--- config.mk ---
export PLATFORM = sky130hd
export DESIGN_NAME = uart_rx_sequencer_flat
export DESIGN_NICKNAME = d
export VERILOG_FILES = /design/src/rtl/uart_rx_sequencer_if.sv /design/src/rtl/uart_rx_sequencer.sv /design/src/flat_wrapper.sv
export SDC_FILE = /design/constraint.sdc
export NUM_CORES = 1
export LEC_CHECK = 0
export ABC_AREA = 0
export CAP_MARGIN = 20
export CORE_UTILIZATION = 67
export CTS_CLUSTER_DIAMETER = 150
export DETAILED_ROUTE_END_ITERATION = 16
export DONT_BUFFER_PORTS = 1
export GPL_ROUTABILITY_DRIVEN = 1
export GPL_TIMING_DRIVEN = 0
export HOLD_SLACK_MARGIN = 0.02
export MAX_ROUTING_LAYER = met4
export PLACE_DENSITY = 0.82
export RECOVER_POWER = 25
export SLEW_MARGIN = 0
export SYNTH_ARGS = -nofsm -noshare
export SYNTH_HDL_FRONTEND = slang
export SYNTH_SLANG_ARGS = --single-unit
--- constraint.sdc ---
create_clock -name clk -period 4.9 [get_ports clk]
set_input_delay 0.98 -clock clk [delete_from_list [all_inputs] [get_ports clk]]
set_output_delay 0.98 -clock clk [all_outputs]
set_load 0.01 [all_outputs]
--- src/rtl/uart_rx_sequencer_if.sv ---
// Host-side handshake bundle for the UART receive sequencer: one received word
// plus its error flags, delivered under valid/ready.
interface uart_rx_sequencer_if #(
   parameter int DATA_BITS = 8
);
   logic [DATA_BITS-1:0] rx_data;
   logic                 rx_valid;
   logic                 rx_ready;
   logic                 parity_error;
   logic                 frame_error;
   logic                 overrun;

   modport master (
      output rx_data, rx_valid, parity_error, frame_error, overrun,
      input  rx_ready
   );

   modport slave (
      input  rx_data, rx_valid, parity_error, frame_error, overrun,
      output rx_ready
   );
endinterface

--- src/rtl/uart_rx_sequencer.sv ---
// UART receive sequencer: synchronises and oversamples rx_in, frames start/data/
// parity/stop bits, and hands each word with parity/framing/overrun flags to the host.
module uart_rx_sequencer #(
   parameter int OVS       = 16,
   parameter int DATA_BITS = 8,
   parameter int DIV_W     = 16
) (
   input  logic                 clk,
   input  logic                 rst,
   input  logic [DIV_W-1:0]     baud_div,
   input  logic                 rx_in,
   input  logic                 par_en,
   input  logic                 par_odd,
   uart_rx_sequencer_if.master  rx_bus,
   output logic                 busy,
   output logic                 sample_stb,
   output logic                 sample_bit
);
   localparam int OVS_W = (OVS > 2) ? $clog2(OVS) : 1;
   localparam int BIT_W = (DATA_BITS > 1) ? $clog2(DATA_BITS) : 1;
   localparam logic [OVS_W-1:0] OVS_LAST = OVS_W'(OVS - 1);
   localparam logic [OVS_W-1:0] OVS_MID  = OVS_W'(OVS / 2 - 1);
   localparam logic [BIT_W-1:0] BIT_LAST = BIT_W'(DATA_BITS - 1);

   typedef enum logic [2:0] {IDLE, START, DATA, PARITY, STOP, BRK} state_t;

   state_t               state, state_nxt;
   logic                 rx_sync_p0, rx_sync_p1, rx_s;
   logic [DIV_W-1:0]     div_cnt;
   logic                 tick;
   logic [OVS_W-1:0]     ovs_cnt;
   logic [BIT_W-1:0]     bit_cnt;
   logic [DATA_BITS-1:0] shift_q;
   logic                 perr;
   logic                 mid_start, bit_done;
   logic                 data_smp, par_smp, commit;
   logic [DATA_BITS-1:0] data_q;
   logic                 valid_q, perr_q, ferr_q, ovr_q;
   logic                 accept;

   function automatic logic exp_parity(input logic [DATA_BITS-1:0] d, input logic odd);
      return (^d) ^ odd;
   endfunction

   assign rx_s      = rx_sync_p1;
   assign tick      = (div_cnt == baud_div);
   assign mid_start = tick && (ovs_cnt == OVS_MID);
   assign bit_done  = tick && (ovs_cnt == OVS_LAST);
   assign accept    = valid_q && rx_bus.rx_ready;

   assign rx_bus.rx_data      = data_q;
   assign rx_bus.rx_valid     = valid_q;
   assign rx_bus.parity_error = perr_q;
   assign rx_bus.frame_error  = ferr_q;
   assign rx_bus.overrun      = ovr_q;

   always_ff @(posedge clk) begin
      if (!rst) state <= IDLE;
      else      state <= state_nxt;
   end

   always_comb begin
      state_nxt = state;
      case (state)
         IDLE:    if (!rx_s) state_nxt = START;
         START:   if (mid_start) state_nxt = rx_s ? IDLE : DATA;
         DATA:    if (bit_done && (bit_cnt == BIT_LAST)) state_nxt = par_en ? PARITY : STOP;
         PARITY:  if (bit_done) state_nxt = STOP;
         STOP:    if (bit_done) state_nxt = rx_s ? IDLE : BRK;
         BRK:     if (rx_s) state_nxt = IDLE;
         default: state_nxt = IDLE;
      endcase
   end

   always_comb begin
      busy     = (state != IDLE);
      data_smp = (state == DATA)   && bit_done;
      par_smp  = (state == PARITY) && bit_done;
      commit   = (state == STOP)   && bit_done;
   end

   // p0/p1: two-flop synchroniser; bit timing runs off the synchronised rx_s
   always_ff @(posedge clk) begin
      if (!rst) begin
         rx_sync_p0 <= 1'b1;
         rx_sync_p1 <= 1'b1;
         div_cnt    <= '0;
         ovs_cnt    <= '0;
         bit_cnt    <= '0;
         shift_q    <= '0;
         perr       <= 1'b0;
         sample_stb <= 1'b0;
         sample_bit <= 1'b0;
      end else begin
         rx_sync_p0 <= rx_in;
         rx_sync_p1 <= rx_sync_p0;
         div_cnt    <= tick ? '0 : div_cnt + 1'b1;
         if ((state_nxt != state) || bit_done) ovs_cnt <= '0;
         else if (tick)                        ovs_cnt <= ovs_cnt + 1'b1;
         if (state != DATA)  bit_cnt <= '0;
         else if (data_smp)  bit_cnt <= bit_cnt + 1'b1;
         // Shifting right from the MSB lands the first-received bit in bit 0
         if (data_smp) shift_q <= {rx_s, shift_q[DATA_BITS-1:1]};
         if ((state_nxt == START) && (state != START)) perr <= 1'b0;
         else if (par_smp) perr <= (rx_s != exp_parity(shift_q, par_odd));
         sample_stb <= data_smp;
         if (data_smp) sample_bit <= rx_s;
      end
   end

   // Output word register: commit wins over a simultaneous accept
   always_ff @(posedge clk) begin
      if (!rst) begin
         data_q  <= '0;
         valid_q <= 1'b0;
         perr_q  <= 1'b0;
         ferr_q  <= 1'b0;
         ovr_q   <= 1'b0;
      end else if (commit) begin
         data_q  <= shift_q;
         valid_q <= 1'b1;
         perr_q  <= perr;
         ferr_q  <= ~rx_s;
         ovr_q   <= valid_q && !rx_bus.rx_ready;
      end else if (accept) begin
         valid_q <= 1'b0;
         perr_q  <= 1'b0;
         ferr_q  <= 1'b0;
         ovr_q   <= 1'b0;
      end
   end
endmodule

--- src/flat_wrapper.sv ---
// flat-port wrapper written by rule: the top's interface ports become plain ports
module uart_rx_sequencer_flat 
#(
   parameter int OVS       = 16,
   parameter int DATA_BITS = 8,
   parameter int DIV_W     = 16
)
  (clk, rst, baud_div, rx_in, par_en, par_odd, busy, sample_stb, sample_bit, rx_bus_rx_data, rx_bus_rx_valid, rx_bus_parity_error, rx_bus_frame_error, rx_bus_overrun, rx_bus_rx_ready);
  uart_rx_sequencer_if #(.DATA_BITS(DATA_BITS)) rx_bus_i ();
  input  logic clk;
  input  logic rst;
  input  logic [DIV_W-1:0] baud_div;
  input  logic rx_in;
  input  logic par_en;
  input  logic par_odd;
  output logic busy;
  output logic sample_stb;
  output logic sample_bit;
  output wire logic [$bits(rx_bus_i.rx_data)-1:0] rx_bus_rx_data;
  output wire logic [$bits(rx_bus_i.rx_valid)-1:0] rx_bus_rx_valid;
  output wire logic [$bits(rx_bus_i.parity_error)-1:0] rx_bus_parity_error;
  output wire logic [$bits(rx_bus_i.frame_error)-1:0] rx_bus_frame_error;
  output wire logic [$bits(rx_bus_i.overrun)-1:0] rx_bus_overrun;
  input wire logic [$bits(rx_bus_i.rx_ready)-1:0] rx_bus_rx_ready;
  assign rx_bus_rx_data = rx_bus_i.rx_data;
  assign rx_bus_rx_valid = rx_bus_i.rx_valid;
  assign rx_bus_parity_error = rx_bus_i.parity_error;
  assign rx_bus_frame_error = rx_bus_i.frame_error;
  assign rx_bus_overrun = rx_bus_i.overrun;
  assign rx_bus_i.rx_ready = rx_bus_rx_ready;
  uart_rx_sequencer #(.OVS(OVS), .DATA_BITS(DATA_BITS), .DIV_W(DIV_W)) u_core (.clk(clk), .rst(rst), .baud_div(baud_div), .rx_in(rx_in), .par_en(par_en), .par_odd(par_odd), .rx_bus(rx_bus_i), .busy(busy), .sample_stb(sample_stb), .sample_bit(sample_bit));
endmodule
==> results by group <==
STA
  – Fmax: 410.0 MHz
  – RSZ-0062 raised after global routing: no
  – Total Neg Setup Slack: 0 ns
  – Final max-slew violation count: 0
  – Fin. Hold Viols: 0
  – Final setup vio count: 0
  – Layout Skew: 0.007832 ns
  – Worst setup margin: 2.461 ns
  – Fin crit period: 2.439 ns
  – Worst slew pin tran: 0.4734 ns
  – Slew Limit Headroom: 0.6844
  – Final period util: 0.4978
  – Fin Hold WS: 0.4152 ns

Final layout
  – Finished Cell Area: 0.002656 sq mm
  – ANT cells: 0
  – Number of fill cells: 273
  – Area occupied by multi-input gates: 0.001394 sq mm
  – Nets: 296
  – Sequential cell area: 0.001001 sq mm
  – Share of cells above drive strength 1: 0.09963
  – Area Overhead vs Synth: 6.097%

Die
  – Die W: 63.13 um
  – CORE AREA: 0.003468 sq mm
  – Die Span Y: 63.13 um
  – Initial Utilization: 0.7219
  – Boundary Pins: 37
  – Die footprint: 0.003985 sq mm
  – FP Rows: 21

Routing
  – Router iterations before antenna repair: 4
  – Detailed Route WL: 4526 um
  – DR DRC count: 0
  – Avg WL per Cell: 14.28 um
  – Via/cell ratio: 5.637
  – DRT iter0 DRCs: 85
  – Detail Route Antenna Nets: 0
  – Total number of vias: 1787

Clocking
  – Clk buf depth: 2
  – TritonCTS buffer count: 5
  – Worst-skew pair later-pin latency: 0.31 ns
  – CTS tree: yes
  – H-Tree Depth: 2
  – Worst-path clk slew: 0.09 ns
  – Root buf cell: clkbuf_8
  – Post-cts sizing count: 0
  – Clk sinks: 50
  – CTS hold repair buffers: 0
  – Setup repair bufs after CTS: 0

Setup path
  – Critical Path Fanout Max: 10
  – Crit end category: register
  – R2r endpoint: u_core.shift_q[3]
  – Setup CP Type: input pin to register
  – R2R cell count: 8
  – CP Data Required Time: 5.10 ns
  – Arrival time at the worst endpoint: 2.64 ns
  – Launching point of the worst reg2reg path: u_core.div_cnt[9]
  – Startpoint types: input pin
  – Reg-to-reg setup timing slack: 2.74 ns

Logic synthesis
  – EDFF count, synth: 0
  – Sequential area share after synthesis: 0.3998
  – Mapped Cells: 263
  – Asr flop ratio synth: 0
  – Post-synth top area cell: dfxtp_1
  – Post-synth top cells: dfxtp_1, xor2_1, nor2_1
  – Most frequent cell after synthesis: dfxtp_1
  – Seq cells post-synth: 50
  – Top cell type's share of synthesized area: 0.3998
  – Syn Nets: 289
  – Post-Syn Area: 0.002504 sq mm
  – Mapped Avg Cell Area: 9.520 sq um
  – Yosys cell types: 39
  – Yosys warning count: 0
  – Top cells by area, synth: dfxtp_1, xor2_1, mux2i_1
  – Synth Flop Type: dfxtp_1

Global routing
  – Antenna violations before repair: 0
  – GR Overflow Total: 0
  – Largest net degree at the start of global routing: 16
  – Met2 usage: 0.4059
  – Met3 Usage GRT: 0.05254
  – Vias in the first global route: 1728
  – Global-route usage over all layers: 0.2628
  – Grt met1 use: 0.3360
  – First-pass GRT wire length: 7907 um
  – Most crowded layer after global routing: met2

Pwr
  – Sw frac: 0.2308
  – Clock share of power: 0.360
  – Sequential cell fraction of total power: 0.589
  – Worst ir drop on vdd: 240.8 uV
  – Power density cells: 263.7 mW/mm^2
  – Combinational share of power: 0.052
  – Switching Power: 161.7 uW
  – Leak pwr: 1.049 nW
  – Pint: 538.8 uW
  – Power Total: 700.5 uW

Run status
  – Status: finished clean

Place
  – Post-DP Area: 0.002561 sq mm
  – HPWL after DPL: 3269 um
  – GPL Wtd Cong: 0.8456
  – Port bufs: 0
  – Place WS: 2.147 ns

Hold path
  – Hold depth: 1
  – Hold Path Sink: u_core.rx_s
  – HP Start: u_core.rx_sync_p0
  – Worst hold-check path type: register to register

Flow run
  – Max Cap Violations: 0
==> worst max path at each step <==
stage                             end  cells after the start  slack [ns]    startpoint
finish              u_core.shift_q[3]                      8        2.46  baud_div[15]
global route        u_core.shift_q[3]                      8        2.37  baud_div[15]
CTS                 u_core.shift_q[3]                      8        2.47  baud_div[15]
detailed placement  u_core.shift_q[3]                      8        2.15  baud_div[15]
global placement    u_core.div_cnt[9]                      6        2.21  baud_div[15]
floorplan           u_core.shift_q[6]                      8        2.39  baud_div[15]
==> worst max-delay path, cell delays in order <==
cell     delay (ns)
xor2_1         0.16
nor4_2         0.36
and4_4         0.32
buf_12         0.13
and4_4         0.25
buf_12         0.14
mux2i_1        0.23
nor2b_1        0.07
==> per-stage QoR <==
stage                       util  cells
after floorplan                -    263
after global placement    0.7385    309
after detailed placement  0.7385    309
after CTS                 0.7659    317
after global routing      0.7659    317
final                     0.7659    317
==> flip-flops by register name (all words and copies together), names as in the netlist <==
signal / flops
u_core.div_cnt: 16
u_core.rx_bus.rx_data: 8
u_core.shift_q: 7
u_core.ovs_cnt: 4
u_core.bit_cnt: 3
u_core.state: 3
u_core.perr: 1
u_core.rx_bus.frame_error: 1
u_core.rx_bus.overrun: 1
u_core.rx_bus.parity_error: 1
u_core.rx_bus.rx_valid: 1
u_core.rx_s: 1
u_core.rx_sync_p0: 1
u_core.sample_bit: 1
u_core.sample_stb: 1
==> area by class of cell <==
type / instances / share of cell area
buffer: 11 / 0.03250
tap: 46 / 0.02167
inverter: 6 / 0.008479
clock buffer: 6 / 0.03109
sequential: 50 / 0.3768
multi-input combinational: 196 / 0.5247
clock inverter: 2 / 0.004710
==> power by group through the flow <==
stage / clock network (mW) / registers, mW / logic [mW]
final: 0.252 / 0.412 / 0.0362
after global routing: 0.267 / 0.413 / 0.0405
after CTS: 0.253 / 0.412 / 0.0364
after detailed placement: 0 / 0.422 / 0.0362
after global placement: 0 / 0.422 / 0.0354
after floorplan: 0 / 0.421 / 0.0296
==> cell families (layout without fill, tap and decap cells) <==
kind of cell / Yosys count / count (layout) / share of synthesized area
AOI/OAI and AO/OA: 32 / 32 / 0.07846
xor gates and xnor gates: 41 / 41 / 0.1434
adders and majority gates: 5 / 5 / 0.02399
buffers and inverters: 17 / 25 / 0.04348
DFF: 50 / 50 / 0.3998
muxes: 19 / 19 / 0.07596
and+or+nand+nor: 99 / 99 / 0.2349
==> layer usage <==
metal	vias to the layer above	share of wire
li1	901	-
met1	847	0.48
met2	34	0.47
met3	5	0.043
met4	0	0.012
met5	-	0
==> layout by cell type, fill, tap and decap left out, types with 5 or more instances in the layout <==
cell       n
nor2b_1   17
nand2b_1   5
nor2_1    22
mux2i_1   19
nand2_1   15
a21oi_1   11
o21ai_0    8
clkbuf_8   6
xnor2_1   16
nand3_1    6
dfxtp_1   50
and3_1     9
inv_1      6
xor2_1    25
(Power assumes the default switching activity.)
